$ cat config.mk
export PLATFORM = sky130hd
export DESIGN_NAME = rx_header_dec
export DESIGN_NICKNAME = d
export VERILOG_FILES = /design/src/rtl/rx_header_dec.sv
export SDC_FILE = /design/constraint.sdc
export NUM_CORES = 1
export LEC_CHECK = 0
export CAP_MARGIN = 20
export CORE_AREA = 2 2 95 97
export CTS_CLUSTER_DIAMETER = 60
export CTS_CLUSTER_SIZE = 10
export DETAILED_ROUTE_END_ITERATION = 12
export DIE_AREA = 0 0 97 99
export PLACE_DENSITY = 0.53
export SLEW_MARGIN = 5
export SYNTH_ARGS = -nofsm -noshare
export SYNTH_HDL_FRONTEND = slang
export SYNTH_SLANG_ARGS = --single-unit
$ cat constraint.sdc
create_clock -name clk_6M -period 1.65 [get_ports clk_6M]
set_input_delay 0.165 -clock clk_6M [delete_from_list [all_inputs] [get_ports clk_6M]]
set_output_delay 0.165 -clock clk_6M [all_outputs]
set_load 0.05 [all_outputs]
$ cat src/rtl/rx_header_dec.sv
// rx_header_dec: packet-header decoder behind the sync-word correlator.
// It skips the trailer bits after the trigger, majority-votes the FEC-1/3
// header triplets, de-whitens them, checks the HEC against the UAP, and
// publishes the decoded fields together with completion strobes.
`timescale 1ns/1ps
module rx_header_dec #(
    parameter int TRAILER_BITS   = 4,
    parameter int HDR_CODED_BITS = 54
) (
    input  logic       clk_6M,
    input  logic       rstz,
    input  logic       p_1us,
    input  logic       corre_trgp,
    input  logic       rxbit,
    input  logic       rx_abort,
    input  logic       whiten_en,
    input  logic [5:0] whiten_init,
    input  logic [7:0] uap,
    output logic [2:0] hdr_lt_addr,
    output logic [3:0] hdr_type,
    output logic       hdr_flow,
    output logic       hdr_arqn,
    output logic       hdr_seqn,
    output logic       hdr_hec_ok,
    output logic [4:0] fec_corr_cnt,
    output logic       hdr_busy,
    output logic       hdr_valid_p,
    output logic       payload_st_p,
    output logic       hdr_err_p
);

    typedef enum logic [1:0] {
        ST_IDLE    = 2'd0,
        ST_TRAILER = 2'd1,
        ST_HDR     = 2'd2,
        ST_DONE    = 2'd3
    } state_t;

    localparam logic [5:0] TRAIL_LAST_C = 6'(TRAILER_BITS - 1);
    localparam logic [5:0] HDR_LAST_C   = 6'(HDR_CODED_BITS - 1);
    localparam logic [4:0] HEC_FIRST_C  = 5'd10;
    localparam logic [7:0] HEC_POLY_C   = 8'hA7;

    // Two-of-three majority vote of one coded triplet.
    function automatic logic maj3(input logic [2:0] b);
        return (b[0] & b[1]) | (b[0] & b[2]) | (b[1] & b[2]);
    endfunction

    // One step of the x^7+x^4+1 whitening LFSR.
    function automatic logic [6:0] whiten_step(input logic [6:0] w);
        return {w[5], w[4], w[3] ^ w[6], w[2], w[1], w[0], w[6]};
    endfunction

    // One step of the HEC generator LFSR for info bit d.
    function automatic logic [7:0] hec_step(input logic [7:0] h, input logic d);
        logic fb;
        fb = d ^ h[7];
        return {h[6:0], 1'b0} ^ (fb ? HEC_POLY_C : 8'h00);
    endfunction

    state_t      state_r;
    state_t      state_nxt_s;
    state_t      fsm_nxt_s;
    logic [5:0]  bit_cnt_r;
    logic [1:0]  ph_r;
    logic [1:0]  trip_r;
    logic [4:0]  idx_r;
    logic [6:0]  w_r;
    logic [7:0]  hec_r;
    logic        hec_ok_r;
    logic [9:0]  info_r;
    logic        hdr_hec_ok_r;
    logic [4:0]  fec_corr_cnt_r;
    logic        busy_r;
    logic        valid_r;
    logic        payload_r;
    logic        err_r;

    logic        start_s;
    logic [2:0]  trip_s;
    logic        trip_end_s;
    logic        maj_s;
    logic        disagree_s;
    logic        dec_s;
    logic        is_hec_bit_s;
    logic        hec_ok_nxt_s;
    logic        load_pre_s;
    logic        last_pre_s;
    logic        load_s;
    logic        last_s;

    // Next-state logic plus the triplet vote / de-whiten / HEC-compare datapath.
    always_comb begin
        start_s      = corre_trgp & p_1us;
        trip_s       = {trip_r, rxbit};
        trip_end_s   = (state_r == ST_HDR) & p_1us & (ph_r == 2'd2);
        maj_s        = maj3(trip_s);
        disagree_s   = ~((trip_s == 3'b000) | (trip_s == 3'b111));
        dec_s        = maj_s ^ (whiten_en & w_r[6]);
        is_hec_bit_s = (idx_r >= HEC_FIRST_C);
        hec_ok_nxt_s = hec_ok_r;
        load_pre_s   = 1'b0;
        last_pre_s   = 1'b0;
        fsm_nxt_s    = state_r;
        if (trip_end_s && is_hec_bit_s) begin
            hec_ok_nxt_s = hec_ok_r & (dec_s == hec_r[7]);
        end else begin
            hec_ok_nxt_s = hec_ok_r;
        end
        case (state_r)
            ST_IDLE: begin
                if (start_s) begin
                    fsm_nxt_s  = ST_TRAILER;
                    load_pre_s = 1'b1;
                end else begin
                    fsm_nxt_s = ST_IDLE;
                end
            end
            ST_TRAILER: begin
                if (start_s) begin
                    fsm_nxt_s  = ST_TRAILER;
                    load_pre_s = 1'b1;
                end else if (p_1us && (bit_cnt_r == TRAIL_LAST_C)) begin
                    fsm_nxt_s = ST_HDR;
                end else begin
                    fsm_nxt_s = ST_TRAILER;
                end
            end
            ST_HDR: begin
                if (start_s) begin
                    fsm_nxt_s  = ST_TRAILER;
                    load_pre_s = 1'b1;
                end else if (p_1us && (bit_cnt_r == HDR_LAST_C)) begin
                    fsm_nxt_s  = ST_DONE;
                    last_pre_s = 1'b1;
                end else begin
                    fsm_nxt_s = ST_HDR;
                end
            end
            ST_DONE: begin
                fsm_nxt_s = ST_IDLE;
            end
            default: begin
                fsm_nxt_s = ST_IDLE;
            end
        endcase
        state_nxt_s = rx_abort ? ST_IDLE : fsm_nxt_s;
        load_s      = load_pre_s & ~rx_abort;
        last_s      = last_pre_s & ~rx_abort;
    end

    // State register.
    always_ff @(posedge clk_6M) begin
        if (!rstz) begin
            state_r <= ST_IDLE;
        end else begin
            state_r <= state_nxt_s;
        end
    end

    // Counters, seeds, decoded fields and registered completion strobes.
    always_ff @(posedge clk_6M) begin
        if (!rstz) begin
            bit_cnt_r      <= 6'd0;
            ph_r           <= 2'd0;
            trip_r         <= 2'd0;
            idx_r          <= 5'd0;
            w_r            <= 7'd0;
            hec_r          <= 8'd0;
            hec_ok_r       <= 1'b0;
            info_r         <= 10'd0;
            hdr_hec_ok_r   <= 1'b0;
            fec_corr_cnt_r <= 5'd0;
            busy_r         <= 1'b0;
            valid_r        <= 1'b0;
            payload_r      <= 1'b0;
            err_r          <= 1'b0;
        end else begin
            valid_r   <= 1'b0;
            payload_r <= 1'b0;
            err_r     <= 1'b0;
            busy_r    <= (state_nxt_s != ST_IDLE);
            if (load_s) begin
                bit_cnt_r      <= 6'd0;
                ph_r           <= 2'd0;
                trip_r         <= 2'd0;
                idx_r          <= 5'd0;
                w_r            <= {1'b1, whiten_init};
                hec_r          <= uap;
                hec_ok_r       <= 1'b1;
                info_r         <= 10'd0;
                fec_corr_cnt_r <= 5'd0;
            end else if (!rx_abort && (state_r == ST_TRAILER) && p_1us) begin
                bit_cnt_r <= (bit_cnt_r == TRAIL_LAST_C) ? 6'd0 : bit_cnt_r + 6'd1;
            end else if (!rx_abort && (state_r == ST_HDR) && p_1us) begin
                bit_cnt_r <= bit_cnt_r + 6'd1;
                trip_r    <= trip_s[1:0];
                if (ph_r == 2'd2) begin
                    ph_r     <= 2'd0;
                    idx_r    <= idx_r + 5'd1;
                    w_r      <= whiten_step(w_r);
                    hec_ok_r <= hec_ok_nxt_s;
                    if (disagree_s) begin
                        fec_corr_cnt_r <= fec_corr_cnt_r + 5'd1;
                    end
                    if (!is_hec_bit_s) begin
                        info_r[idx_r[3:0]] <= dec_s;
                        hec_r              <= hec_step(hec_r, dec_s);
                    end else begin
                        hec_r <= {hec_r[6:0], 1'b0};
                    end
                end else begin
                    ph_r <= ph_r + 2'd1;
                end
                if (last_s) begin
                    valid_r      <= 1'b1;
                    payload_r    <= hec_ok_nxt_s;
                    err_r        <= ~hec_ok_nxt_s;
                    hdr_hec_ok_r <= hec_ok_nxt_s;
                end
            end
        end
    end

    assign hdr_lt_addr  = info_r[2:0];
    assign hdr_type     = info_r[6:3];
    assign hdr_flow     = info_r[7];
    assign hdr_arqn     = info_r[8];
    assign hdr_seqn     = info_r[9];
    assign hdr_hec_ok   = hdr_hec_ok_r;
    assign fec_corr_cnt = fec_corr_cnt_r;
    assign hdr_busy     = busy_r;
    assign hdr_valid_p  = valid_r;
    assign payload_st_p = payload_r;
    assign hdr_err_p    = err_r;

endmodule

==> summary.txt, run 1 <==
Status
  • Status: finished, violations left
  • Failing checks: setup timing

Detailed routing
  • Final ANT Viol Nets: 0
  • Final WL: about 5800 um
  • DRC viols: 0
  • Wire length per cell: ~12 um
  • Vias: 2,226
  • Routed vias/inst: about 4.7
  • Pre-antenna DRT Iters: 4
  • First DRT Iteration DRCs: 45

Yosys
  • Asr flop ratio synth: 0%
  • Top cell types by occurrence after synthesis: 53 x dfxtp_1, 41 x nand2_1, 38 x nor2_1
  • Area leader, netlist: dfxtp_1
  • Cells after Synth: 291
  • Ys Warns: 0
  • Synth area leaders: dfxtp_1 42%, nand2_1 6.1%, nor2_1 5.6%
  • Synth top area share: 41.9%
  • Syn nets: 319
  • Synthesized flop and latch total: 53
  • Synth unique cells: 49
  • Ys flop type: dfxtp_1
  • Syn avg cell area: between 8 and 9 um2
  • Count leader, synth: dfxtp_1
  • Netlist Area Pre-Place: between 2000 and 3000 um2
  • Post-synth EDFFs: 0
  • Register area share after synthesis: about two fifths

Place
  • Post-DP Area: 3290 um2
  • Port-buffer cells: 40
  • GPL Wtd Cong: about 0.78
  • Detailed Place HPWL: approximately 4100 um

Floorplanning
  • Die Ht: between 90 and 100 um
  • Initial Util: 29.6%
  • Core area: around 8600 um2
  • Die footprint: just under 10,000 um2
  • Die width: between 90 and 100 um
  • I/O pin total: between 40 and 50
  • # rows: 34

Global route
  • GRT Max-Usage Layer: met2
  • Grt ovf: 0
  • GR met2 Demand/Resource: between 20% and 30%
  • GR Util met3: under 10%
  • Largest net degree at the start of global routing: 24
  • Global Route Usage Sum: 12.5%
  • Global routing met1 resource utilization: roughly 16%
  • Initial antenna violation count: 0
  • Vias in the first global route: about 2,200
  • First-pass GRT wire length: ~10,000 um

Critical path
  • Kind of critical path: reg2reg
  • Reg2Reg Setup Slack: -0.03 ns
  • Crit. End Element: flip-flop
  • WP data required: ~1.8 ns
  • CP arrival: between 1.5 and 2 ns
  • Kind of start point of the critical path: flip-flop
  • Critical-path maximum fanout: 4

Pwr
  • Worst VDD drop: between 0.3 and 0.4 mV
  • P_leak: ~1.4 nW
  • Cell Pwr Density: between 600 and 700 nW/um2
  • Overall power: 2.23 mW

Finish
  • Register Area: around 1100 um2
  • Fillers: 843
  • Cell area after layout: 3550 um2
  • Area of the multi-input gates: 1530 um2
  • Layout cell share with drive strength beyond 1: between 20 and 30%
  • Final nets: ~400
  • Antenna cells: 0
  • Area delta synth->final: 40.1%

STA
  • Final hold violation count: 0
  • Slew Limit Fails: 0
  • Period utilization: 102%
  • Relative slew margins: about three fifths
  • Final setup viols: 3
  • RSZ-0062 raised after global routing: yes
  • Min Tclk post-route: 1.68 ns
  • Fmax: around 0.6 GHz
  • Clock Skews: between 0.01 and 0.015 ns
  • Final WS setup: -0.0279 ns
  • Setup TNS: -0.0652 ns
  • Least-Margin Pin Slew: between 0.5 and 0.6 ns

Clock network
  • CTS Hold Bufs: 0
  • Clock transition at the registers of the reported paths: about 0.09 ns
  • Clock Tree Buf Depth: 2
  • Num CTS Buffers: 5
  • H-tree depth: 2
  • Clock sinks: between 50 and 60
  • Skew-Pair Late Insertion Delay: roughly 0.30 ns
  • TritonCTS clock tree: yes
  • CTS root buffer: clkbuf_8

Hold path
  • Hold Path Class: in2reg

Run
  • MaxCap Viol Count: 0
## final cells by class
class                           count  area share (%)
Clock buffer                        7            2.15
Clock inverter                      1           0.212
Inverter                            7           0.741
Multi-Input combinational cell    220            43.2
Sequential cell                    53            30.1
Tap cell                          108            3.81
Timing Repair Buffer               80            19.8
## cells by family (layout without fill, tap and decap cells)
logic type	count (synthesis)	count (layout)	synth area share, %
XOR/XNOR	17	17	6.42
flip-flops	53	53	41.9
adder cells (fa/ha/maj)	8	8	3.90
AO/OA/AOI/OAI	42	42	11.3
buffers and inverters	18	95	3.06
AND/OR/NAND/NOR	140	140	28.3
multiplexers	13	13	5.14
## per-stage QoR
| step | hold slack, ns | setup WS [ns] | cells | utilization (%) |
|---|---|---|---|---|
| floorplan | 0.301 | -0.149 | 291 | - |
| global placement | 0.463 | -0.302 | 464 | 38.5 |
| detailed placement | 0.461 | -0.332 | 464 | 38.5 |
| CTS | 0.401 | -0.0544 | 475 | 40.4 |
| global route | 0.330 | -0.110 | 476 | 41.5 |
| finish | 0.282 | -0.0279 | 476 | 41.5 |
## repair_timing
item	CTS	global route
setup buffers	2	1
cloned	1	0
resized for setup	13	20
pin swaps	8	14
setup endpoints to repair	15	24
## per-layer routing
layer	routed length (um)	vias up
li1	-	1163
met1	2790	1013
met2	2710	46
met3	218	4
met4	64	0
met5	0	-
## path summary, 6_finish.rpt
check / depth (start not counted) / start / endpoint
max: 7 / idx_r[0] / hec_r[5]
min: 4 / rxbit / trip_r[0]
max reg2reg: 7 / idx_r[0] / hec_r[5]
min reg2reg: 2 / w_r[0] / w_r[1]
## registers in the layout, summed over array words and instances, names as in the netlist
signal        cells
hdr_err_p         1
fec_corr_cnt      5
hdr_busy          1
state_r           2
hdr_valid_p       1
hec_r             8
payload_st_p      1
ph_r              2
hec_ok_r          1
info_r           10
idx_r             5
hdr_hec_ok        1
w_r               7
trip_r            2
bit_cnt_r         6
## report_power, final
part / internal [mW] / total (mW) / switching [mW]
clock network: 0.301 / 0.715 / 0.413
logic: 0.113 / 0.208 / 0.0958
registers: 1.30 / 1.31 / 0.0127
## worst max-delay path, cell delays in order (launching register included)
cell	delay, ns
dfxtp_2	0.34
inv_2	0.05
ha_4	0.15
o31a_1	0.30
or2_4	0.30
nor2_4	0.16
xnor2_1	0.14
o221ai_1	0.12
## layout by cell type (no fill, tap or decap), drive strengths merged, types with 2 or more instances in the layout
| master | netlist | final |
|---|---|---|
| nand4 | 4 | 4 |
| and3 | 2 | 2 |
| and2 | 2 | 2 |
| clkbuf | 8 | 7 |
| xnor2 | 8 | 8 |
| nor2 | 40 | 40 |
| nor4 | 5 | 5 |
| dfxtp | 53 | 53 |
| clkdlybuf4s50 | 0 | 19 |
| xor2 | 8 | 8 |
| o221ai | 3 | 3 |
| nand2b | 6 | 6 |
| buf | 3 | 60 |
| o21ai | 6 | 6 |
| nor2b | 5 | 5 |
| a211oi | 2 | 2 |
| ha | 7 | 7 |
| nand3 | 21 | 21 |
| a21oi | 12 | 12 |
| a311oi | 7 | 7 |
| or3 | 3 | 3 |
| mux2i | 13 | 13 |
| nand2 | 42 | 42 |
| nor3 | 4 | 4 |
| inv | 6 | 6 |
| a31oi | 3 | 3 |
Power figures use the tool's default switching activity.
==> inputs of run 2 (changes only) <==
--- a/config.mk
+++ b/config.mk
@@ -6,12 +6,14 @@
 export NUM_CORES = 1
 export LEC_CHECK = 0
 export CAP_MARGIN = 20
-export CORE_AREA = 2 2 95 97
+export CELL_PAD_IN_SITES_DETAIL_PLACEMENT = 0
+export CELL_PAD_IN_SITES_GLOBAL_PLACEMENT = 2
+export CORE_AREA = 2 2 97 99
 export CTS_CLUSTER_DIAMETER = 60
 export CTS_CLUSTER_SIZE = 10
 export DETAILED_ROUTE_END_ITERATION = 12
-export DIE_AREA = 0 0 97 99
-export PLACE_DENSITY = 0.53
+export DIE_AREA = 0 0 99 101
+export PLACE_DENSITY = 0.76
 export SLEW_MARGIN = 5
 export SYNTH_ARGS = -nofsm -noshare
 export SYNTH_HDL_FRONTEND = slang
==> run 2 against run 1 <==
  * The flow still finishes with violations (setup timing)
  * Die area grew 4.1%
  * Worst hold slack gained 0.14 ns
  * Register-to-register slack is essentially flat
  * Via count grew 1.2%
  * Combinational power is essentially flat
  * Utilization shrank 1.8 points
  * Count of clock-buffer cells in the layout shrank 2
  * Largest cell class unchanged
  * Largest power group unchanged
==> summary.txt, run 2 (synthesized netlist as in run 1, its figures left out) <==
Pwr
  • Overall power: 2.44 mW (+9.3%)
  • Worst VDD drop: 0.478 mV (+29%)
  • Cell Pwr Density: 686 nW/um2 (+8.9%)
  • P_leak: 1.38 nW (+0.60%)

Clock network
  • Clock transition at the registers of the reported paths: 0.11 ns (+0.02 ns)
  • Skew-Pair Late Insertion Delay: 0.31 ns (about the same)
  • CTS Hold Bufs: 0 (unchanged)
  • H-tree depth: 2 (unchanged)
  • Num CTS Buffers: 5 (unchanged)
  • TritonCTS clock tree: yes
  • Clock sinks: 53 (unchanged)
  • CTS root buffer: clkbuf_8
  • Clock Tree Buf Depth: 2 (unchanged)

Finish
  • Most common cell after layout, fill and taps aside: buf_4
  • Register Area: 1070 um2 (+0.12%)
  • Largest register FFs: 10 (unchanged)
  • Biggest regs: info_r (10), hec_r (8), w_r (7)
  • Non-filler instance count after layout: 477 (+0.21%)
  • Antenna cells: 0 (unchanged)
  • Fillers: 936 (+11%)
  • Cell area after layout: 3560 um2 (+0.35%)
  • Final nets: 393 (-0.51%)
  • Area delta synth->final: 40.6%
  • Area of the multi-input gates: 1530 um2 (-0.33%)
  • Layout cell share with drive strength beyond 1: 27.9% (+0.69 points)
  • Commonest cells after routing, fill and taps aside: 52 x buf_4, 48 x dfxtp_1, 41 x nand2_1
  • Largest register by flop count: info_r

STA
  • Least-Margin Pin Slew: 0.492 ns (-0.0901 ns)
  • Final setup viols: 4 (+1)
  • Period utilization: 102% (+0.39 points)
  • RSZ-0062 raised after global routing: yes
  • Slew Limit Fails: 0 (unchanged)
  • Fmax: 0.594 GHz (-0.39%)
  • Relative slew margins: 67.1% (+6.0 points)
  • Final hold violation count: 0 (unchanged)
  • Final WS setup: -0.0344 ns (-0.00650 ns)
  • Clock Skews: 0.0158 ns (+0.00505 ns)
  • Worst hold margin: 0.419 ns (+0.137 ns)
  • Min Tclk post-route: 1.68 ns (+0.00650 ns)

Critical path
  • WP data required: 1.84 ns (about the same)
  • Kind of critical path: reg2reg
  • Kind of cell adding the most delay to the critical path: simple AND/OR/NAND/NOR gates
  • Slowest-stage cell, CP: dfxtp_2
  • Crit path largest cell delay: 0.35 ns (about the same)
  • Kind of start point of the critical path: flip-flop
  • CP cell instances: inv_2 -> ha_4 -> o31a_1 -> or2_4 -> nor2_4 -> xnor2_1 -> o221ai_1
  • CP arrival: 1.88 ns (+0.02 ns)
  • Critical-path maximum fanout: 4 (unchanged)
  • Crit. End Element: flip-flop
  • Critical path buffer and inverter count: 1 (unchanged)

Detailed routing
  • Pre-antenna DRT Iters: 5 (+1)
  • First DRT Iteration DRCs: 60 (+33%)
  • DRC viols: 0 (unchanged)
  • Routed vias/inst: 4.72 (+0.96%)
  • Vias: 2,252 (+1.2%)
  • Wire length per cell: 12.3 um (+1.4%)
  • Final WL: 5870 um (+1.6%)
  • Final ANT Viol Nets: 0 (unchanged)

Place
  • Post-DP Area: 3300 um2 (+0.19%)
  • Port-buffer cells: 40 (unchanged)
  • Detailed Place HPWL: 4240 um (+2.3%)
  • # placed instances: 467 (+0.65%)
  • GPL Wtd Cong: 0.732 (-5.6%)
  • Pre-CTS setup slack: -0.328 ns (+0.00359 ns)

Global route
  • GR met2 Demand/Resource: 20.6% (about the same)
  • Vias in the first global route: 2,160 (-0.92%)
  • Global Route Usage Sum: 12.4% (-0.11 points)
  • GR Util met3: 3.05% (+0.36 points)
  • GRT Max-Usage Layer: met2
  • First-pass GRT wire length: 10,200 um (+1.9%)
  • Global routing met1 resource utilization: 16.0% (-0.45 points)
  • Largest net degree at the start of global routing: 27 (+13%)
  • Initial antenna violation count: 0 (unchanged)
  • Grt ovf: 0 (unchanged)

Floorplanning
  • Die width: 99 um (+2.1%)
  • # rows: 35 (+2.9%)
  • Die Ht: 101 um (+2.0%)
  • Die footprint: 10000 um2 (+4.1%)
  • Core area: 8980 um2 (+5.0%)
  • I/O pin total: 41 (unchanged)
  • Initial Util: 28.2% (-1.4 points)

Status
  • Status: finished, violations left
  • Failing checks: setup timing

Hold path
  • Hold Path Class: in2reg

Run
  • MaxCap Viol Count: 0 (unchanged)
==> run 2: cell types whose count changed in the layout (fill, tap and decap cells not counted), moves of 2 or more <==
cell	before	now
xnor2_1	8	6
or3_4	2	0
nand3_4	3	0
xnor2_2	0	2
clkbuf_1	2	0
buf_4	54	52
nand3_2	7	10
or3_1	1	3
clkdlybuf4s50_1	19	21
==> run 2: stage by stage <==
stage                     setup TNS (ns)  utilization, %
after floorplan                    -1.71               -
after global placement             -8.01            36.8
after detailed placement           -8.35            36.8
after CTS                         -0.542            38.2
after global routing               -1.47            39.7
final                            -0.0729            39.7
==> run 2: worst reg2reg max path: stages (launching register included) <==
cell and delay [ns]:
dfxtp_2 0.35, inv_2 0.05, ha_4 0.15, o31a_1 0.30, or2_4 0.27, nor2_4 0.18, xnor2_1 0.15, o221ai_1 0.12
==> run 2: worst paths after layout <==
kind / from / to / slack (ns) / depth (start not counted)
worst max register to register: idx_r[0] / hec_r[2] / -0.03 / 7
worst max-delay path: idx_r[0] / hec_r[2] / -0.03 / 7
worst min register to register: w_r[0] / w_r[1] / 0.47 / 2
worst min-delay path: whiten_init[4] / w_r[4] / 0.42 / 3
==> run 2: report_power, final <==
group	switching (mW)	internal, mW	total (mW)
clock network	0.464	0.455	0.919
registers	0.0136	1.30	1.31
logic	0.0966	0.113	0.210
total	0.574	1.87	2.44
==> run 2: cell type report <==
type / instances / share of cell area, %
tap: 111 / 3.90
inverter: 7 / 0.738
multi-input combinational: 220 / 43.0
timing repair buffer: 78 / 19.2
clock inverter: 3 / 1.30
sequential: 53 / 30.0
clock buffer: 5 / 1.93
==> run 2: what timing repair did <==
item                                    in CTS  in global routing
pin swaps                                    2                  9
buffers inserted                             0                  1
cloned                                       0                  1
endpoints found under the setup margin      17                 26
gates resized for setup                      5                 26
==> run 2: metal layers <==
metal / up-vias / wire length (um)
met4: 0 / 64
li1: 1164 / -
met1: 1043 / 2810
met5: - / 0
met3: 6 / 268
met2: 39 / 2730
==> inputs of run 3 (changes only) <==
--- a/config.mk
+++ b/config.mk
@@ -8,12 +8,13 @@
 export CAP_MARGIN = 20
 export CELL_PAD_IN_SITES_DETAIL_PLACEMENT = 0
 export CELL_PAD_IN_SITES_GLOBAL_PLACEMENT = 2
-export CORE_AREA = 2 2 97 99
+export CORE_AREA = 2 2 95 97
+export CTS_BUF_LIST = sky130_fd_sc_hd__clkbuf_4
 export CTS_CLUSTER_DIAMETER = 60
 export CTS_CLUSTER_SIZE = 10
 export DETAILED_ROUTE_END_ITERATION = 12
-export DIE_AREA = 0 0 99 101
-export PLACE_DENSITY = 0.76
+export DIE_AREA = 0 0 97 99
+export PLACE_DENSITY = 0.79
 export SLEW_MARGIN = 5
 export SYNTH_ARGS = -nofsm -noshare
 export SYNTH_HDL_FRONTEND = slang
==> run 3 against run 2 <==
  * The flow still finishes with violations (setup timing)
  * Design area shrank 1.8%
  * Non-clock buffer count is the same
  * Combinational power shrank 3%
  * Clock skew grew 0.00062 ns
  * Register-to-register slack gained 0.03 ns
  * Sequential share of layout area grew 0.59 points
  * Die area shrank 4.0%
  * Largest cell class unchanged
  * Largest power group unchanged
==> summary.txt, run 3 (synthesized netlist as in run 1, its figures left out) <==
Detailed routing
  • DRC viols: 0 (unchanged)
  • Final ANT Viol Nets: 0 (unchanged)
  • Routed vias/inst: 4.66 (-1.3%)
  • Wire length per cell: 12.4 um (+0.88%)
  • First DRT Iteration DRCs: 50 (-17%)
  • Final WL: 5880 um (about the same)
  • Pre-antenna DRT Iters: 4 (-1)
  • Vias: 2,203 (-2.2%)

STA
  • Worst hold margin: 0.325 ns (-0.0946 ns)
  • Final WS setup: -0.00559 ns (+0.0288 ns)
  • Period utilization: 100% (-1.7 points)
  • Least-Margin Pin Slew: 0.487 ns (-0.00446 ns)
  • Fmax: 0.604 GHz (+1.7%)
  • Min Tclk post-route: 1.66 ns (-0.0288 ns)
  • Slew Limit Fails: 0 (unchanged)
  • Final setup viols: 4 (unchanged)
  • Final hold violation count: 0 (unchanged)
  • Relative slew margins: 67.7% (+0.53 points)
  • Clock Skews: 0.0164 ns (+0.000625 ns)
  • RSZ-0062 raised after global routing: yes
  • Setup TNS: -0.0161 ns (+0.0568 ns)

Place
  • Detailed Place HPWL: 4230 um (-0.31%)
  • Port-buffer cells: 40 (unchanged)
  • GPL Wtd Cong: 0.781 (+6.6%)

Clock network
  • TritonCTS clock tree: yes
  • Clock sinks: 53 (unchanged)
  • Num CTS Buffers: 5 (unchanged)
  • Clock Tree Buf Depth: 2 (unchanged)
  • CTS Hold Bufs: 0 (unchanged)
  • CTS root buffer: clkbuf_4
  • Skew-Pair Late Insertion Delay: 0.37 ns (+0.06 ns)
  • Clock transition at the registers of the reported paths: 0.15 ns (+0.04 ns)
  • H-tree depth: 2 (unchanged)

Finish
  • Layout cell share with drive strength beyond 1: 26.8% (-1.0 points)
  • Largest register FFs: 10 (unchanged)
  • Biggest regs: info_r (10), hec_r (8), w_r (7)
  • Area delta synth->final: 38.0%
  • Antenna cells: 0 (unchanged)
  • Commonest cells after routing, fill and taps aside: 51 x buf_4, 47 x dfxtp_1, 41 x nand2_1
  • Fillers: 856 (-8.5%)
  • Area of the multi-input gates: 1520 um2 (-0.49%)
  • Register Area: 1070 um2 (+0.12%)
  • Final nets: 393 (unchanged)
  • Largest register by flop count: info_r
  • Most common cell after layout, fill and taps aside: buf_4

Critical path
  • Slowest-stage cell, CP: dfxtp_2
  • Crit path largest cell delay: 0.36 ns (about the same)
  • CP cell instances: inv_2 -> ha_4 -> o31a_1 -> nor4_4 -> buf_4 -> nand3_2 -> mux2i_1 -> nor2_1
  • Kind of critical path: reg2reg
  • Crit. End Element: flip-flop
  • Critical-path maximum fanout: 5 (+1)
  • CP arrival: 1.93 ns (+0.05 ns)
  • Reg2Reg Setup Slack: -0.006 ns (+0.03 ns)
  • WP data required: 1.93 ns (+0.09 ns)
  • Kind of start point of the critical path: flip-flop
  • RR Startpoint: idx_r[0]
  • Worst r2r dst: info_r[8]
  • Worst reg2reg path depth: 8 (+1)

Global route
  • Largest net degree at the start of global routing: 27 (unchanged)
  • Grt ovf: 0 (unchanged)
  • Initial antenna violation count: 0 (unchanged)
  • Vias in the first global route: 2,184 (+1.1%)
  • Global Route Usage Sum: 12.8% (+0.40 points)
  • First-pass GRT wire length: 10,200 um (+0.21%)

Floorplanning
  • Die Ht: 99 um (-2.0%)
  • I/O pin total: 41 (unchanged)
  • Die footprint: 9600 um2 (-4.0%)
  • Initial Util: 29.6% (+1.4 points)
  • # rows: 34 (-2.9%)
  • Die width: 97 um (-2.0%)
  • Core area: 8550 um2 (-4.8%)

Pwr
  • Cell Pwr Density: 597 nW/um2 (-13%)
  • Worst VDD drop: 0.228 mV (-52%)
  • Overall power: 2.08 mW (-15%)
  • P_leak: 1.37 nW (-1.1%)

Hold path
  • Hold path startpoint: whiten_init[4]
  • Hold EP: w_r[4]
  • Hold Path Stages: 3 (unchanged)
  • Hold Path Class: in2reg

Run
  • MaxCap Viol Count: 0 (unchanged)

Status
  • Status: finished, violations left
  • Failing checks: setup timing
-- run 3: cell count changes in the layout (fill, tap and decap cells not counted), moves of 2 or more --
cell / before / now
clkbuf_4: 0 / 6
clkbuf_8: 5 / 0
o21ai_0: 6 / 4
o21ai_1: 0 / 2
xnor2_1: 6 / 8
xnor2_2: 2 / 0
-- run 3: timing repair --
action / in CTS / in global routing
gates resized for setup: 16 / 17
pin swaps: 6 / 14
setup buffers: 1 / 2
gates cloned: 1 / 0
endpoints found under the setup margin: 17 / 24
-- run 3: worst max path at each step --
stage          slack, ns        end  startpoint  cells past startpoint
3_5_place_dp       -0.37   hec_r[7]       rxbit                      6
4_1_cts            -0.03   hec_r[2]    idx_r[0]                      7
6_report          -0.006  info_r[8]    idx_r[0]                      8
2_1_floorplan      -0.15  info_r[0]    idx_r[0]                      7
3_3_place_gp       -0.34   hec_r[7]       rxbit                      6
5_1_grt            -0.13   hec_r[2]    idx_r[0]                      7
-- run 3: area by class of cell --
| class | count | area share (%) |
|---|---|---|
| multi-input cells | 220 | 43.5 |
| flip-flops and latches | 53 | 30.6 |
| repair buffers | 78 | 19.9 |
| well taps | 108 | 3.87 |
| clock buffers | 6 | 1.29 |
| inverters | 7 | 0.752 |
| clock inverters | 1 | 0.107 |
-- run 3: metal layers --
layer | track usage, % | vias to the layer above | wire length, um
li1 | - | 1163 | -
met5 | 0 | - | 0
met2 | 20.9 | 33 | 2700
met3 | 2.98 | 4 | 214
met1 | 16.9 | 1003 | 2910
met4 | 3.47 | 0 | 51
-- run 3: power by group --
part / total [mW] / switching [mW] / leakage (nW) / internal (mW)
combinational: 0.204 / 0.0951 / 0.908 / 0.109
sequential: 1.31 / 0.0133 / 0.432 / 1.30
clock: 0.567 / 0.395 / 0.0292 / 0.173
-- run 3: through the flow --
stage / instance area [um2] / setup slack, ns / utilization, % / instances
finish: 3490 / -0.00559 / 40.9 / 473
global route: 3490 / -0.132 / 40.9 / 473
CTS: 3400 / -0.0343 / 39.7 / 471
detailed placement: 3280 / -0.368 / 38.4 / 462
global placement: 3280 / -0.335 / 38.4 / 462
floorplan: 2550 / -0.149 / - / 291
-- run 3: critical path: cells and delay by family, from the launching register on --
| family | cells | cell delay [ns] |
|---|---|---|
| AOI/OAI and AO/OA | 1 | 0.30 |
| muxes | 1 | 0.15 |
| and+or+nand+nor | 3 | 0.34 |
| buffers and inverters | 2 | 0.26 |
| DFF | 1 | 0.36 |
| adders and majority gates | 1 | 0.15 |
==> edit: new RTL, flow settings as in run 2 <==
Re-encode `state_t` (4 states) as one-hot, 4 bits wide.
--- a/src/rtl/rx_header_dec.sv
+++ b/src/rtl/rx_header_dec.sv
@@ -29,11 +29,11 @@
     output logic       hdr_err_p
 );
 
-    typedef enum logic [1:0] {
-        ST_IDLE    = 2'd0,
-        ST_TRAILER = 2'd1,
-        ST_HDR     = 2'd2,
-        ST_DONE    = 2'd3
+    typedef enum logic [3:0] {
+        ST_IDLE    = 4'b0001,
+        ST_TRAILER = 4'b0010,
+        ST_HDR     = 4'b0100,
+        ST_DONE    = 4'b1000
     } state_t;
 
     localparam logic [5:0] TRAIL_LAST_C = 6'(TRAILER_BITS - 1);
Function: same outputs for any inputs over 10 cycles, from zero or initial values and one cycle with rstz low; not proved beyond that.
==> edit against run 2 <==
- the run still ends with setup timing left
- global-route usage rose by 0.84 points
- first-iteration DRC count fell by 13%
- cell area rose by 3.2%
- routed wire length rose by 11%
- sequential cell count rose by 2
- die area did not move
- setup slack improved by 5.3 ps
- synthesized area rose by 3.8%
- sequential share of layout area rose by 0.14 points
- total power fell by 1.4%
- highest routed layer unchanged
==> edit: results (changes against run 2) <==
* Status: complete, but fails checks
* Failing checks: setup timing
* Drt initial violations at 52 (-13%)
* Final Net Count at 406 (+3.3%)
* Max stage delay on crit path at 430 ps (+80 ps)
* Syn Inst Count at 299 (+2.7%)
* YS warnings at 0 (unchanged)
* Synth area leaders: dfxtp_1, nor2_1, nand2_1, mux2i_1, xor2_1
* P_leak at 0.00147 uW (+6.4%)
* Largest net degree at the start of global routing at 25 (-7.4%)
* Final setup violation count at 16 (+12)
* Hold Slack at 421 ps (+1.86 ps)
* Placed cell count at 476 (+1.9%)
* Clock skew at 7.61 ps (-8.16 ps)
* Syn Nets at 327 (+2.5%)
* WP data arrival at 1910 ps (+30 ps)
* # diodes at 0 (unchanged)
* CP max-delay cell: or3_4
* DPL Wire Length at 4.46 mm (+5.2%)
* Vias in the first global route at 2184 (+1.1%)
* Max VDD drop at 0.000268 V (-44%)
* Power Combinational at 228 uW (+9%)
* Clk power at 814 uW (-11%)
* Layout Cells excl Fill at 490 (+2.7%)
* Synth top cells by count: dfxtp_1, nor2_1, nand2_1, nand3_1, mux2i_1
* Sw frac at 0.245 (+0.0102)
* Worst Path Max Fanout at 15 (+11)
* Fin worst setup slack at -29.0 ps (+5.33 ps)
* First-pass GRT wire length at 10.6 mm (+3.7%)
* Fill cells at 915 (-2.2%)
* DR pass1 iterations at 4 (-1)
* Seq/Total Area, Yosys at 0.419 (about the same)
* Cell count along the critical path at 6 (-1)
* Wire per inst at 13.3 um (+8.0%)
* CTS Buf Count at 5 (unchanged)
* GPL Wtd Cong at 0.821 (+12%)
* Vias per inst at 4.80 (+1.8%)
* Max_slew headroom at 0.673 (+0.00208)
* CTS max path bufs at 2 (unchanged)
* Layout cell share with drive strength beyond 1 at 0.272 (-0.00692)
## edit: final timing paths
path	startpoint	to
worst max-delay path	state_r[3]	hec_r[4]
worst max register to register	state_r[3]	hec_r[4]
worst min register to register	w_r[5]	w_r[6]
worst min-delay path	whiten_init[4]	w_r[4]
## edit: timing repair
item                                   CTS  global route
endpoints found under the hold margin    0             0
cloned                                   1             0
gates resized for setup                  6            27
buffers inserted                         0             6
setup endpoints to repair               16            34
pin swaps                                2            10
## edit: area by class of cell
| type | instances | share of cell area |
|---|---|---|
| clock buffer | 7 | 0.0235 |
| clock inverter | 1 | 0.00239 |
| inverter | 7 | 0.00716 |
| multi-input combinational | 221 | 0.415 |
| sequential | 55 | 0.301 |
| tap | 111 | 0.0378 |
| timing repair buffer | 88 | 0.213 |
## edit: routing by layer
metal / part of all wire / wire, um / track usage
met3: 0.033 / 213 / 0.0291
met1: 0.48 / 3150 / 0.179
met4: 0.018 / 119 / 0.0411
met5: 0 / 0 / 0
met2: 0.46 / 3030 / 0.210
## edit: stage by stage
stage	setup TNS [ps]	cell area [um^2]	setup slack [ps]	power, uW	util
3_5_place_dp	-12300	3390	-414	1610	0.377
6_report	-260	3670	-29.0	2410	0.409
4_1_cts	-112	3530	-32.8	2420	0.393
2_1_floorplan	-179	2650	-24.2	1500	-
5_1_grt	-2400	3670	-131	2520	0.409
3_3_place_gp	-12210	3390	-401	1610	0.377
## edit: logic make-up after synthesis
family / after synthesis / synth area share
AO/OA/AOI/OAI: 37 / 0.104
XOR/XNOR: 19 / 0.0686
adder cells (fa/ha/maj): 8 / 0.0376
buffers and inverters: 23 / 0.0433
flip-flops: 55 / 0.419
multiplexers: 12 / 0.0457
AND/OR/NAND/NOR: 145 / 0.282
